## src/rtl/gray_pkg.sv

```systemverilog
// gray_pkg: shared Gray-code helpers and direction encodings.
//   b2g(bin)  : binary -> Gray, bin ^ (bin >> 1)
//   g2b(gray) : Gray -> binary, prefix XOR from the MSB
// Both functions operate on GRAY_MAX_W-bit vectors. Callers zero-extend their
// N-bit value in and cast the result back to N bits. Zero-extended upper bits
// do not disturb the lower bits of either transform.
package gray_pkg;

   localparam int GRAY_MAX_W = 32;

   // up_dn encodings
   localparam logic UP   = 1'b1;
   localparam logic DOWN = 1'b0;

   function automatic logic [GRAY_MAX_W-1:0] b2g(input logic [GRAY_MAX_W-1:0] bin);
      return bin ^ (bin >> 1);
   endfunction

   function automatic logic [GRAY_MAX_W-1:0] g2b(input logic [GRAY_MAX_W-1:0] gray);
      logic [GRAY_MAX_W-1:0] bin;
      bin[GRAY_MAX_W-1] = gray[GRAY_MAX_W-1];
      for (int i = GRAY_MAX_W-2; i >= 0; i--) begin
         bin[i] = bin[i+1] ^ gray[i];
      end
      return bin;
   endfunction

endpackage

```

## src/rtl/gray_to_bin.sv

```systemverilog
// gray_to_bin: combinational Gray -> binary decoder (prefix XOR from the MSB).
// Ports:
//   gray : N-bit Gray-coded input
//   bin  : N-bit binary equivalent
// This block is also suitable for decoding synchronised FIFO pointers.
module gray_to_bin
   import gray_pkg::*;
#(
   parameter int N = 4
) (
   input  logic [N-1:0] gray,
   output logic [N-1:0] bin
);

   assign bin = N'(g2b(GRAY_MAX_W'(gray)));

endmodule

```

## src/rtl/gray_counter.sv

```systemverilog
// gray_counter: up/down counter that keeps registered binary and Gray count
// values in step. It supports a parallel load of either encoding, wrap or
// saturate at the limits, and terminal-count status.
// Ports:
//   clk, rst_n    : clock, asynchronous active-low reset
//   en            : count enable, one step per cycle
//   up_dn         : 1 = up, 0 = down
//   load          : synchronous parallel load, has priority over en
//   load_is_gray  : load_val is Gray-coded (1) or binary (0)
//   load_val      : value to load
//   count_bin     : registered binary count
//   count_gray    : registered Gray count, always b2g(count_bin)
//   tc            : terminal count for the current direction (combinational)
//   wrapped       : one-cycle pulse after a wrap-around step
//   saturated     : high while a step is blocked at a limit (WRAP=0)
module gray_counter
   import gray_pkg::*;
#(
   parameter int N    = 4,
   parameter bit WRAP = 1'b1
) (
   input  logic         clk,
   input  logic         rst_n,
   input  logic         en,
   input  logic         up_dn,
   input  logic         load,
   input  logic         load_is_gray,
   input  logic [N-1:0] load_val,
   output logic [N-1:0] count_bin,
   output logic [N-1:0] count_gray,
   output logic         tc,
   output logic         wrapped,
   output logic         saturated
);

   generate
      if (N < 2) begin : g_bad_n
         $fatal(1, "gray_counter: N must be >= 2");
      end
      if (N > GRAY_MAX_W) begin : g_wide_n
         $fatal(1, "gray_counter: N exceeds GRAY_MAX_W");
      end
   endgenerate

   localparam logic [N-1:0] MAX_VAL = '1;
   localparam logic [N-1:0] MIN_VAL = '0;

   logic [N-1:0] bin_q,  bin_d;
   logic [N-1:0] gray_q, gray_d;
   logic         wrapped_q, wrapped_d;
   logic         sat_q, sat_d;
   logic [N-1:0] load_bin;

   gray_to_bin #(.N(N)) u_g2b (
      .gray (load_val),
      .bin  (load_bin)
   );

   always_comb begin
      bin_d     = bin_q;
      wrapped_d = 1'b0;
      sat_d     = 1'b0;
      if (load) begin
         bin_d = load_is_gray ? load_bin : load_val;
      end else if (en) begin
         if (up_dn == UP) begin
            if (bin_q != MAX_VAL) begin
               bin_d = bin_q + 1'b1;
            end else if (WRAP) begin
               bin_d     = MIN_VAL;
               wrapped_d = 1'b1;
            end else begin
               sat_d = 1'b1;
            end
         end else begin
            if (bin_q != MIN_VAL) begin
               bin_d = bin_q - 1'b1;
            end else if (WRAP) begin
               bin_d     = MAX_VAL;
               wrapped_d = 1'b1;
            end else begin
               sat_d = 1'b1;
            end
         end
      end
   end

   // The Gray output is registered from the next binary value. This keeps the
   // output flop-driven and glitch-free for capture in other domains.
   assign gray_d = N'(b2g(GRAY_MAX_W'(bin_d)));

   always_ff @(posedge clk or negedge rst_n) begin
      if (!rst_n) begin
         bin_q     <= '0;
         gray_q    <= '0;
         wrapped_q <= 1'b0;
         sat_q     <= 1'b0;
      end else begin
         bin_q     <= bin_d;
         gray_q    <= gray_d;
         wrapped_q <= wrapped_d;
         sat_q     <= sat_d;
      end
   end

   assign count_bin  = bin_q;
   assign count_gray = gray_q;
   assign wrapped    = wrapped_q;
   assign saturated  = sat_q;
   assign tc         = (up_dn == UP) ? (bin_q == MAX_VAL) : (bin_q == MIN_VAL);

endmodule
```

## config.mk

```make
export PLATFORM = sky130hd
export DESIGN_NAME = gray_counter
export DESIGN_NICKNAME = d
export VERILOG_FILES = /design/src/rtl/gray_pkg.sv /design/src/rtl/gray_to_bin.sv /design/src/rtl/gray_counter.sv
export SDC_FILE = /design/constraint.sdc
export NUM_CORES = 1
export LEC_CHECK = 0
export ABC_AREA = 1
export BUFFER_PORTS_ARGS = -buffer_cell sky130_fd_sc_hd__buf_4
export CAP_MARGIN = 20
export CORE_AREA = 2 2 39 41
export CTS_BUF_LIST = sky130_fd_sc_hd__clkbuf_8
export CTS_CLUSTER_SIZE = 20
export DETAILED_ROUTE_END_ITERATION = 10
export DIE_AREA = 0 0 41 43
export GPL_TIMING_DRIVEN = 0
export PLACE_DENSITY = 0.87
export SLEW_MARGIN = 25
export SYNTH_ARGS = -nofsm -noshare
export SYNTH_HDL_FRONTEND = slang
export SYNTH_SLANG_ARGS = --single-unit
```

## constraint.sdc

```tcl
create_clock -name clk -period 2.6 [get_ports clk]
set_clock_uncertainty 0.1 [all_clocks]
set_input_delay 0.52 -clock clk [delete_from_list [all_inputs] [get_ports clk]]
set_output_delay 0.52 -clock clk [all_outputs]
set_load 0.01 [all_outputs]
```

# Word-level counts from Yosys, hierarchy flattened
# Cells that the tools add are included.
dict set report word_totals {
  romBits 0
  memories 0
  latch_bits 0
  mem_bits_rw 0
  reg_bits 9
}
dict set report classes {
  muxes 12
  magnitude_cmp 0
  shift 0
  div_mod_pow 0
  reduce_logical 2
  bitwise 4
  mul 0
  add_sub_neg 2
  n_eq_ne 2
}
# cell n
set ops {}
lappend ops {{$mux 4} 5}
lappend ops {{$mux 1} 6}
lappend ops {{$add 4x1->4 const B} 1}
lappend ops {{$eq 4x4->1 const B} 1}
lappend ops {{$logic_not 4->1} 1}
lappend ops {{$ne 4x4->1 const B} 1}
lappend ops {{$reduce_bool 4->1} 1}
lappend ops {{$sub 4x1->4 const B} 1}
lappend ops {{$xor 4x3->4} 1}
lappend ops {{$mux 3} 1}
lappend ops {{$xor 1x1->1} 3}

# Depth between registers and ports, before layout
dict set report logic_depth {
  depth_word 6
  ltp_mapped 11
}

# By module
# From an unflattened synthesis, not the netlist that was laid out.
dict set report hier_totals {
  hier_cells 104
  area_unflattened_um2 674.4
}
# module area_per_inst_um2 instances cells_per_inst
set by_module_without_submodules {}
lappend by_module_without_submodules {gray_counter 580.6 1 86}
lappend by_module_without_submodules {gray_to_bin 93.8 1 18}

# Worst setup path after synthesis
# Ideal clock, no wire load.
dict set report synth_timing {
  path_kind {reg-to-output}
  startpoint {register bin_q[0], in the netlist count_bin[0]}
  endpoint {output port tc}
  setup_slack_ns 0.881
  n_path_buf 0
  stages_incl_launch_ff 7
  t_arrival_ns 1.099
  t_required_ns 1.980
  path_cell_list {dfrtp_1 -> inv_1 -> ha_1 -> inv_1 -> nor2_1 -> nand3_1 -> o21ai_1}
}
dict set report synth_between {
  elab_chain_cells 2
  word_cells_on_any_way 3
}
# element line
set synth_lines {}
lappend synth_lines {{from (decl)} gray_counter.sv:48} ;# logic [N-1:0] bin_q, bin_d;
lappend synth_lines {{from (signal assigned)} gray_counter.sv:99} ;# bin_q <= bin_d;
lappend synth_lines {{$eq 4x4->1 or $logic_not 4->1 (tied branches)} gray_counter.sv:110} ;# assign tc = (up_dn == UP) ? (bin_q == MAX_VAL) : (bin_q == MIN_VAL);
lappend synth_lines {{$mux 1 (*)} gray_counter.sv:110}
lappend synth_lines {{to (decl)} gray_counter.sv:31} ;# output logic tc,
# Mark *: on every way between the ends. The rest lies on a longest branch, timed or not.

# Final worst setup path
# Ends and elaborated chain as after synthesis.

==> results.sh <==
export IMPL_wl_per_cell_um=10.5
export IMPL_cts_inserted_buffers=3
export IMPL_synth_nets=107
export IMPL_synthTopCellsByArea="dfrtp_1 30%, nand2_1 12%, nand2_2 9.3%"
export IMPL_rsz0062_at_grt="false"
export IMPL_ant_nets=0
export IMPL_drive_gt1_share_pct=41.0
export IMPL_finalSetupTns_ps=0
export IMPL_root_buffer="clkbuf_8"
export IMPL_cts_hold_buf=0
export IMPL_multiInputGateArea_um2=393
export IMPL_end_kind="primary output"
export IMPL_die_h_um=43
export IMPL_clock_path_buffers=2
export IMPL_period_share_pct=82.2
export IMPL_wl_um=1390
export IMPL_hpwl_um=1180
export IMPL_place_congestion=0.752
export IMPL_r2r_setup_slack_ps=890
export IMPL_start_kind="flop"
export IMPL_firstDrtPassIters=3
export IMPL_drtIter0Drc=10
export IMPL_numClockSinks=8
export IMPL_setup_worst_path_start="count_bin[0]$_DFF_PN0_"
export IMPL_status="complete, no violations"
export IMPL_peakVddDrop_v=0.000440
export IMPL_vias_per_cell=4.85
export IMPL_placementRows=14
export IMPL_synth_cell_types=18
export IMPL_clk_pin_slew_worst_paths_ps=40
export IMPL_min_path_type="primary input to asynchronous set/reset pin"
export IMPL_fin_ws_ps=462
export IMPL_reg2reg_to="count_gray[1]$_DFF_PN0_"
export IMPL_drcViolationCount=0
export IMPL_regArea_um2=200
export IMPL_grt_pass1_wl_um=2220
export IMPL_grt_overflow=0
export IMPL_htreeDepth=1
export IMPL_pre_cts_ws_ps=687
export IMPL_nFillCells=130
export IMPL_setup_viol=0
export IMPL_critical_path_class="flop to primary output"
export IMPL_cts_tree="built"
export IMPL_layout_nets=131
export IMPL_powerDensity_nw_per_um2=560
export IMPL_clock_fmax_mhz=468
export IMPL_die_area_um2=1760
export IMPL_syn_to_final_growth_pct=30.4
export IMPL_worstSkewPairLatency_ps=220
export IMPL_vias=645
export IMPL_p_leak_nw=0.489
export IMPL_io_pins=21
export IMPL_core_um2=1380
export IMPL_postSynthRegisterBits=8
export IMPL_die_x_um=41
export IMPL_yosysWarningCount=0
export IMPL_syn_avg_cell_area_um2=7.07
export IMPL_max_cap_violations=0
export IMPL_port_buffers=19
export IMPL_hold_violations=0
export IMPL_syn_inst=95
export IMPL_seq_area_frac_synth_pct=29.8
export IMPL_grt_pass1_vias=582
export IMPL_syn_area_um2=672
export IMPL_grt_max_degree=9
export IMPL_drv_slew=0
export IMPL_r2r_cells=7
export IMPL_num_antenna_cells=0
export IMPL_crit_arrival_ps=1520
export IMPL_synth_top_area_share_pct=29.8
export IMPL_reg2reg_from="count_bin[0]$_DFF_PN0_"
export IMPL_required_ps=1980
export IMPL_cts_setup_buffers=0
export IMPL_period_minus_slack_ps=2140
export IMPL_cts_resized=0
export IMPL_start_util_pct=48.6
export IMPL_antenna_found_initial=0
export IMPL_yosysTopAreaCell="dfrtp_1"
export IMPL_crit_path_max_fanout=7
export IMPL_worstSetupEndpoint="tc"
export IMPL_grt_total_usage_pct=18.0
export IMPL_fin_util_pct=63.3
[logic make-up after synthesis]
family | after synthesis | synth area share, %
buf+inv | 19 | 11.7
flops | 8 | 29.8
compound gates | 7 | 5.21
other cells | 1 | 0.558
fa+ha+maj | 2 | 3.72
xor+xnor | 2 | 3.73
simple gates | 56 | 45.3
[worst min path at each step]
stage	endpoint	slack, ps	from
finish	count_bin[3]$_DFF_PN0_	5	rst_n
global route	wrapped$_DFF_PN0_	9	rst_n
CTS	count_gray[2]$_DFF_PN0_	8	rst_n
global placement	count_gray[2]$_DFF_PN0_	240	rst_n
detailed placement	count_gray[2]$_DFF_PN0_	240	rst_n
floorplan	count_bin[0]$_DFF_PN0_	120	rst_n
[power by group]
| part | total [mW] | switching [mW] | internal [mW] |
|---|---|---|---|
| Combinational | 0.179 | 0.0976 | 0.0814 |
| Clock | 0.145 | 0.0453 | 0.100 |
| Sequential | 0.166 | 0.0218 | 0.144 |
| Total | 0.490 | 0.165 | 0.326 |
[state kept, by name (all words and copies together) (netlist names)]
signal / cells
count_gray: 3
wrapped: 1
count_bin: 4
[critical path, stage by stage (launching register included)]
cell	delay (ps)
dfrtp_1	450
inv_1	130
ha_1	150
inv_1	50
nor2_1	130
nand3_1	110
o21ai_1	120
buf_4	150
[cells in the final DEF, fill, tap and decap left out]
master     n
xor2_2     1
nand2_2   10
nand2_4    1
a21oi_1    5
ha_1       2
conb_1     1
o21ai_1    2
nor2_1     3
nor2_2     2
inv_1     13
nand4_1    3
dfrtp_1    8
clkbuf_8   3
xnor2_1    1
nand2_1   22
inv_2      4
nand3_1    9
buf_4     21
nand3_2    6
[per-layer routing]
metal  GRT usage [%]  wire, um
met3            4.71        70
met1            18.8       551
met4            2.00         0
met5               0         0
met2            34.1       772
[through the flow]
step	hold slack, ps	power (mW)	cell area, um2	std cells
floorplan	124	0.275	672	95
global placement	236	0.339	835	130
detailed placement	243	0.347	835	130
CTS	7.63	0.493	876	133
global route	8.83	0.521	876	133
finish	5.19	0.490	876	133
[cells in the mapped netlist]
cell / number
nand2_1: 22
inv_1: 13
nand2_2: 10
nand3_1: 9
dfrtp_1: 8
nand3_2: 6
a21oi_1: 5
inv_2: 4
nand4_1: 3
nor2_1: 3
buf_4: 2
ha_1: 2
nor2_2: 2
o21ai_1: 2
conb_1: 1
nand2_4: 1
xnor2_1: 1
xor2_2: 1
[area by class of cell]
type,count,share of cell area (%)
tap,16,2.29
multi-input combinational,68,44.9
inverter,17,7.29
buffer,2,1.71
clock buffer,3,4.71
timing repair buffer,19,16.3
sequential,8,22.9
Power figures use the tool's default switching activity.
